**src/rtl/ula_arb_pkg.sv**
```systemverilog
// Shared types and widths for the ULA arbiter and its bench.
package ula_arb_pkg;

  localparam int unsigned DATA_W = 8;
  localparam int unsigned SEL_W  = 4;
  localparam int unsigned CNT_W  = 16;
  localparam int unsigned LAT_W  = 3;

  typedef enum logic [1:0] {
    IDLE = 2'd0,
    EXEC = 2'd1,
    RESP = 2'd2
  } arb_state_t;

  typedef enum logic [3:0] {
    OP_ADD  = 4'h0,
    OP_SUB  = 4'h1,
    OP_MUL  = 4'h2,
    OP_DIV  = 4'h3,
    OP_SHL  = 4'h4,
    OP_SHR  = 4'h5,
    OP_ROL  = 4'h6,
    OP_ROR  = 4'h7,
    OP_AND  = 4'h8,
    OP_OR   = 4'h9,
    OP_XOR  = 4'hA,
    OP_NOR  = 4'hB,
    OP_NAND = 4'hC,
    OP_XNOR = 4'hD,
    OP_GT   = 4'hE,
    OP_EQ   = 4'hF
  } op_t;

  // One ULA operation as presented by a requester.
  typedef struct packed {
    logic [DATA_W-1:0] a;
    logic [DATA_W-1:0] b;
    logic [SEL_W-1:0]  sel;
  } ula_op_t;

endpackage

```
**src/rtl/ula_rr_pick.sv**
```systemverilog
// Round-robin winner selection: first valid requester after 'last', wrapping.
module ula_rr_pick #(
  parameter int unsigned N_REQ = 4,
  parameter int unsigned ID_W  = $clog2(N_REQ)
) (
  input  logic [N_REQ-1:0] valid,
  input  logic [ID_W-1:0]  last,
  output logic [N_REQ-1:0] grant,
  output logic [ID_W-1:0]  idx,
  output logic             any
);

  logic [ID_W-1:0] cand;

  // Scan last+1 .. last+N_REQ modulo N_REQ and keep the first hit.
  always_comb begin
    grant = '0;
    idx   = '0;
    any   = 1'b0;
    cand  = '0;
    for (int unsigned k = 1; k <= N_REQ; k++) begin
      cand = ID_W'((32'(last) + k) % N_REQ);
      if (!any && valid[cand]) begin
        grant[cand] = 1'b1;
        idx         = cand;
        any         = 1'b1;
      end
    end
  end

endmodule

```
**src/rtl/ula_arbiter.sv**
```systemverilog
// Round-robin arbiter sharing one ULA among N_REQ requesters.
// Optional build macro ULA_ARBITER_STATS_EN adds grant_cnt / stall_cnt.
module ula_arbiter import ula_arb_pkg::*; #(
  parameter int unsigned N_REQ   = 4,
  parameter int unsigned ULA_LAT = 1,
  parameter int unsigned ID_W    = $clog2(N_REQ)
) (
  input  logic                      clock,
  input  logic                      reset,
  input  logic [N_REQ-1:0]          req_valid,
  output logic [N_REQ-1:0]          req_ready,
  input  logic [N_REQ*DATA_W-1:0]   req_a,
  input  logic [N_REQ*DATA_W-1:0]   req_b,
  input  logic [N_REQ*SEL_W-1:0]    req_sel,
  output logic [DATA_W-1:0]         ula_a,
  output logic [DATA_W-1:0]         ula_b,
  output logic [SEL_W-1:0]          ula_sel,
  input  logic [DATA_W-1:0]         ula_out,
  input  logic                      ula_carry,
  output logic                      rsp_valid,
  input  logic                      rsp_ready,
  output logic [ID_W-1:0]           rsp_id,
  output logic [DATA_W-1:0]         rsp_out,
  output logic                      rsp_carry,
  output logic                      busy
`ifdef ULA_ARBITER_STATS_EN
  ,
  output logic [N_REQ*CNT_W-1:0]    grant_cnt,
  output logic [CNT_W-1:0]          stall_cnt
`endif
);

  localparam logic [1:0] S_IDLE = 2'(IDLE);
  localparam logic [1:0] S_EXEC = 2'(EXEC);
  localparam logic [1:0] S_RESP = 2'(RESP);

  logic [1:0]       state_q;
  logic [1:0]       state_d;
  logic [N_REQ-1:0] pick_grant;
  logic [ID_W-1:0]  pick_idx;
  logic             pick_any;
  logic [ID_W-1:0]  last_grant;
  logic [ID_W-1:0]  id_q;
  logic [LAT_W-1:0] lat_cnt;
  logic             grant_fire;
  logic             capture;
  logic             rsp_fire;
  ula_op_t          pick_op;

  ula_rr_pick #(
    .N_REQ (N_REQ),
    .ID_W  (ID_W)
  ) u_pick (
    .valid (req_valid),
    .last  (last_grant),
    .grant (pick_grant),
    .idx   (pick_idx),
    .any   (pick_any)
  );

  // Select the winning requester's operands.
  always_comb begin
    pick_op = '0;
    for (int unsigned i = 0; i < N_REQ; i++) begin
      if (pick_grant[i]) begin
        pick_op.a   = req_a[i*DATA_W +: DATA_W];
        pick_op.b   = req_b[i*DATA_W +: DATA_W];
        pick_op.sel = req_sel[i*SEL_W +: SEL_W];
      end
    end
  end

  // Next-state and handshake decode; req_ready is held low while in reset.
  always_comb begin
    state_d    = state_q;
    req_ready  = '0;
    grant_fire = 1'b0;
    capture    = 1'b0;
    rsp_fire   = 1'b0;
    case (state_q)
      S_IDLE: begin
        if (pick_any && reset) begin
          req_ready  = pick_grant;
          grant_fire = 1'b1;
          state_d    = S_EXEC;
        end
      end
      S_EXEC: begin
        if (lat_cnt == LAT_W'(1)) begin
          capture = 1'b1;
          state_d = S_RESP;
        end
      end
      S_RESP: begin
        if (rsp_ready) begin
          rsp_fire = 1'b1;
          state_d  = S_IDLE;
        end
      end
      default: state_d = S_IDLE;
    endcase
  end

  // FSM state register.
  always_ff @(posedge clock or negedge reset) begin
    if (!reset) state_q <= S_IDLE;
    else        state_q <= state_d;
  end

  // Datapath: issue to the ULA, count latency, capture and hold the response.
  always_ff @(posedge clock or negedge reset) begin
    if (!reset) begin
      ula_a      <= '0;
      ula_b      <= '0;
      ula_sel    <= '0;
      id_q       <= '0;
      last_grant <= ID_W'(N_REQ - 1);
      lat_cnt    <= '0;
      rsp_valid  <= 1'b0;
      rsp_id     <= '0;
      rsp_out    <= '0;
      rsp_carry  <= 1'b0;
      busy       <= 1'b0;
    end else begin
      busy <= (state_d != S_IDLE);
      if (grant_fire) begin
        ula_a      <= pick_op.a;
        ula_b      <= pick_op.b;
        ula_sel    <= pick_op.sel;
        id_q       <= pick_idx;
        last_grant <= pick_idx;
        lat_cnt    <= LAT_W'(ULA_LAT);
      end else if (state_q == S_EXEC) begin
        lat_cnt <= lat_cnt - LAT_W'(1);
      end
      if (capture) begin
        rsp_out   <= ula_out;
        rsp_carry <= ula_carry;
        rsp_id    <= id_q;
        rsp_valid <= 1'b1;
      end else if (rsp_fire) begin
        rsp_valid <= 1'b0;
      end
    end
  end

`ifdef ULA_ARBITER_STATS_EN
  // Saturating per-requester grant counters and busy-stall counter.
  always_ff @(posedge clock or negedge reset) begin
    if (!reset) begin
      grant_cnt <= '0;
      stall_cnt <= '0;
    end else begin
      for (int unsigned i = 0; i < N_REQ; i++) begin
        if (req_valid[i] && req_ready[i] && (grant_cnt[i*CNT_W +: CNT_W] != '1))
          grant_cnt[i*CNT_W +: CNT_W] <= grant_cnt[i*CNT_W +: CNT_W] + CNT_W'(1);
      end
      if ((|req_valid) && (state_q != S_IDLE) && (stall_cnt != '1))
        stall_cnt <= stall_cnt + CNT_W'(1);
    end
  end
`else
  // Statistics counters are not built.
`endif

endmodule
```
**config.mk**
```make
export PLATFORM = sky130hd
export DESIGN_NAME = ula_arbiter
export DESIGN_NICKNAME = d
export VERILOG_FILES = /design/src/rtl/ula_arb_pkg.sv /design/src/rtl/ula_rr_pick.sv /design/src/rtl/ula_arbiter.sv
export SDC_FILE = /design/constraint.sdc
export NUM_CORES = 1
export LEC_CHECK = 0
export ABC_AREA = 0
export CAP_MARGIN = 5
export CORE_MARGIN = 10
export CORE_UTILIZATION = 46
export DETAILED_ROUTE_END_ITERATION = 12
export PLACE_DENSITY = 0.91
export SYNTH_ARGS = -nofsm -noshare
export SYNTH_HDL_FRONTEND = slang
export SYNTH_SLANG_ARGS = --single-unit
```
**constraint.sdc**
```tcl
create_clock -name clock -period 11 [get_ports clock]
set_clock_uncertainty 0.05 [all_clocks]
set_input_delay 3.3 -clock clock [delete_from_list [all_inputs] [get_ports clock]]
set_output_delay 3.3 -clock clock [all_outputs]
set_load 0.05 [all_outputs]
```
* Word-level counts from Yosys, hierarchy flattened
Cells that the tools add are included.
Storage, ports and cells: output and inout bits 37, logic and storage cells 94, bits in registers 42, input port bits 96
Cells by class: $add $sub $neg 5, muxes and demuxes 48, bitwise operators 3, equal/unequal tests 3, reductions and logical operators 15, $lt $le $gt $ge 8
Operator list (count):
- 20-bit two-way mux | 4
- 4-bit two-way mux | 6
- 1-bit two-way mux | 20
- 2-bit two-way mux | 7
- 2-bit by 3-bit less-than comparator with 1-bit output, second input constant | 4
- 4-bit OR | 3
- 1-bit binary-select mux with 2-bit select | 4
- 1-bit demux with 2-bit select | 4
- 2-bit by 1-bit greater-or-equal comparator with 1-bit output, second input constant | 4
- 1-bit logical AND | 8
- 3-bit two-way mux | 2
- 2-bit case mux with 3 select lines | 1
- 2-bit nonzero test | 3
- 2-bit by 1-bit adder with 2-bit output, second input constant | 2
- 2-bit adder, second input constant | 2
- 3-bit by 1-bit equality test with 1-bit output, second input constant | 1
- 1-bit logical NOT | 3
- 3-bit by 1-bit subtractor with 3-bit output, second input constant | 1
- 2-bit by 1-bit equality test with 1-bit output, second input constant | 1
- 2-bit equality test, second input constant | 1
- 2-bit logical NOT | 1

* Longest topological paths before layout
depth after elaboration 17, mapped depth 12, depth with buffers taken out 8

* Cells and area by module
From an unflattened synthesis, not the netlist that was laid out.
Unflattened totals: cells, all modules 320, area, all modules 2895.3 µm²
By module, submodules not included:
- ula_arbiter | instances 1, sequential area each 1053.5 µm², area each 2369.8 µm², cells each 252
- ula_rr_pick | instances 1, sequential area each 0.0 µm², area each 525.5 µm², cells each 68

* Least setup slack after synthesis
OpenSTA, ideal clock, no wires.
path type input-to-output, from in req_valid[1], to out req_ready[1], required time 7.650 ns, cell stages on the path 6, path slack 2.096 ns, path buffers 2, data arrival time 5.554 ns, path through buf_2 > mux4_2 > or4_4 > a22o_1 > buf_6 > nor2_1
On the way: cells in the longest elaborated chain, start to end 15, elaborated cells on any way between the ends 28, classes of those cells mux (18); bitwise (3); reduce/logical (7)
Ends and longest elaborated chain:
- from (decl) | line ula_arbiter.sv:10 | input logic [N_REQ-1:0] req_valid,
- 1-bit binary-select mux with 2-bit select | line ula_rr_pick.sv:23 | if (!any && valid[cand]) begin
- 1-bit two-way mux (implied by the code) | line ula_rr_pick.sv:23
- 1-bit two-way mux | line ula_rr_pick.sv:23
- 1-bit logical NOT | line ula_rr_pick.sv:23
- 1-bit logical AND | line ula_rr_pick.sv:23
- 1-bit two-way mux | line ula_rr_pick.sv:23
- 1-bit logical NOT | line ula_rr_pick.sv:23
- 1-bit logical AND | line ula_rr_pick.sv:23
- 1-bit two-way mux | line ula_rr_pick.sv:23
- 1-bit logical NOT | line ula_rr_pick.sv:23
- 1-bit logical AND | line ula_rr_pick.sv:23
- 1-bit two-way mux | line ula_rr_pick.sv:23
- 1-bit logical AND | line ula_arbiter.sv:82 | if (pick_any && reset) begin
- 4-bit two-way mux * | line ula_arbiter.sv:82
- 4-bit two-way mux * | line ula_arbiter.sv:80 | case (state_q)
- to (decl) | line ula_arbiter.sv:11 | output logic [N_REQ-1:0] req_ready,
Every way passes the cells marked *; elsewhere a longest branch is shown, timed or not. The select of a mux whose other input is x is not followed.

* Worst setup path after layout
from in req_valid[3], to out req_ready[1]
Same word-level chain as after synthesis.

==> results.md <==
- Async SR Flop Fraction: 1.00
- Die footprint: 0.0104 mm²
- Die extent in y: 102 µm
- Tot Pwr: 1.61 mW
- Placed Cells: 515
- Largest net degree at the start of global routing: 44
- Vias/cell: 5.93
- Hold WS: 0.442 ns
- Hold EP: rsp_valid$_DFFE_PN0P_
- Net count after synthesis: 442
- Synth Instances: 336
- Max Freq: 101 MHz
- Postcts setup bufs: 0
- Hold bufs inserted after CTS: 0
- Drt wl/cell: 20.9 µm
- Slowest-stage cell, CP: clkdlybuf4s50_1
- Fillers: 494
- Post-synth top area share: 0.326
- Nets@finish: 551
- Yosys Warn Count: 0
- Setup ws final: 1.06 ns
- Worst-path clk slew: 0.09 ns
- Hold path startpoint: rsp_valid$_DFFE_PN0P_
- Worst IR Drop VDD: 269 µV
- Tot GR Track Use: 0.206
- Pre-CTS setup slack: 1.08 ns
- Slowest stage delay, CP: 0.82 ns
- Row Count: 29
- Clock tree root buffer cell: clkbuf_8
- Status: complete, no violations
- Pre-antenna DRT Iters: 4
- Clock Sinks: 42
- Worst-Margin Slew: 1.20 ns
- Final setup fails: 0
- WP buf/inv: 3
- Cts repair resizes: 0
- CTS tree: yes
- Reg-to-reg startpoint: last_grant[0]$_DFFE_PN1P_
- Routed WL: 10900 µm
- Family with the most delay on the worst path: buffers and inverters
- Hold violation count in the final report: 0
- Setup TNS: 0 ns
- R2R depth: 8
- Worst hold path type: flop to flop
- Most common cell on crit path: clkdlybuf4s50_1
- First-pass GRT wire length: 16900 µm
- Slew HR: 0.200
- Critical Path AT: 6.59 ns
- Slew Limit Fails: 0
- CP Cell Sequence: clkdlybuf4s50_1, mux4_2, or4_4, a22o_1, buf_4, nor2_1, clkdlybuf4s50_1
- Leak: 1.77 nW
- Remaining antenna violation count: 0
- Layout cell share with drive strength beyond 1: 0.128
- Area delta synth->final: 45.5%
- CP Launch Type: input port
- Endpoint class of the critical path: output pin
- Period utilization: 0.903
- Post-synth EDFFs: 0
- Finished Core Util: 0.697
- Cell Area, Placed: 0.00439 mm²
- Syn Area/Cell: 9.15 µm²
- Initial DRC count: 156
- Area leader, netlist: dfrtp_1
- Tmin final: 9.94 ns
- Vias: 3099
- Kind of critical path: input port to output pin
- Die width: 102 µm
- Post-synthesis sequential area ratio: 0.343
- Yosys reg bits: 42
- Clock buffer depth: 2
- GP Congestion: 0.849
- Synth top area cells: dfrtp_1, a311oi_2, nand2_1, a2bb2oi_1, o31ai_1
- CTS Buf Count: 5
- Most used DFF post-synth: dfrtp_1
- Pwr dens: 359 mW/mm²
- Synth Cell Area: 0.00307 mm²
- R2r endpoint: ula_sel[2]$_DFFE_PN0P_
- MaxCap Viol Count: 0
- Overflow left after global routing: 0
- Post-DP HPWL: 8480 µm
- IO Port Bufs: 132
- CP max FO: 21
- Antenna violations before repair: 0
- Final non-filler cell total: 523
- Total core area: 0.00642 mm²
- Worst EP required: 7.65 ns
- Post-route cell area: 0.00447 mm²
- Top Ports: 133
- Htree depth: 2
- RSZ-0062 raised after global routing: no
- Library cells used by synthesis: 43
- Vias in the first global route: 3202
- R2R setup slack: 7.03 ns
- Initial Utilization: 0.479
- ANT cells: 0
- DRC Markers: 0
- WHS Path Cells: 1
- Clk_lat worst skew: 0.29 ns
-- where the power goes --
part           internal (mW)  switching, mW
Clock                 0.0449         0.0554
Combinational          0.470          0.745
Sequential             0.234         0.0582
-- worst max path at each step --
stage / cells past startpoint / slack (ns) / startpoint / to
5_1_grt: 7 / 0.97 / req_valid[2] / req_ready[1]
3_5_place_dp: 7 / 1.08 / req_valid[2] / req_ready[1]
3_3_place_gp: 7 / 1.12 / req_valid[2] / req_ready[1]
4_1_cts: 7 / 1.07 / req_valid[2] / req_ready[1]
2_1_floorplan: 6 / 2.10 / req_valid[1] / req_ready[1]
6_report: 7 / 1.06 / req_valid[3] / req_ready[1]
-- layout by cell type (no fill, tap or decap), drive strengths merged, types with 2 or more instances in the layout --
master	n
mux2	13
a21oi	24
o21ai	7
clkinv	2
o31ai	23
a211oi	2
mux4	3
dfstp	2
a2bb2oi	20
a311oi	20
ha	10
nand3b	2
o31a	2
dfrtp	40
a21o	2
nand2b	6
a2111oi	2
nor3	5
inv	8
nand3	3
mux2i	8
nand2	51
nor2	32
o22a	2
clkbuf	6
clkdlybuf4s50	131
buf	5
nor4	2
-- cell type report --
class,count,area (µm²),area share
Clock buffer,6,72.6,0.0162
Clock inverter,2,13.8,0.00308
Inverter,8,30.0,0.00671
Multi-Input combinational cell,252,1860,0.416
Sequential cell,42,1050,0.235
Tap cell,77,96.3,0.0215
Timing Repair Buffer,136,1350,0.301
-- per-layer routing --
metal | routed length (µm) | part of all wire | vias up | GRT usage
met5 | 0 | 0 | - | 0
met4 | 352 | 0.032 | 0 | 0.0825
met3 | 852 | 0.078 | 24 | 0.0449
met2 | 5830 | 0.53 | 123 | 0.381
met1 | 3910 | 0.36 | 1497 | 0.222
li1 | - | - | 1455 | -
-- sequential cells by signal, summed over array words and instances, names as in the netlist --
signal / count
ula_b: 8
busy: 1
id_q: 2
lat_cnt: 3
rsp_valid: 1
state_q: 2
ula_sel: 4
last_grant: 2
rsp_carry: 1
ula_a: 8
rsp_out: 8
rsp_id: 2
-- cell families (layout without fill, tap and decap cells) --
kind of cell | Yosys count | after routing | share of synthesized area
compound gates | 111 | 111 | 0.306
xor+xnor | 1 | 1 | 0.00285
fa+ha+maj | 10 | 10 | 0.0407
buf+inv | 42 | 152 | 0.0635
flops | 42 | 42 | 0.343
mux | 24 | 24 | 0.0956
simple gates | 106 | 106 | 0.149
-- synth_stat cells, drive strengths merged (2+ instances only) --
cell	instances
inv	8
a21oi	24
o31ai	23
o22a	2
a311oi	20
nand3b	2
nor3	5
nand3	3
buf	14
ha	10
clkbuf	20
nand2b	6
nor4	2
a21o	2
dfrtp	40
mux2	13
mux2i	8
nand2	51
a2111oi	2
nor2	32
o21ai	7
dfstp	2
mux4	3
a211oi	2
o31a	2
a2bb2oi	20
Note: power is estimated with default switching activity, not from simulation.
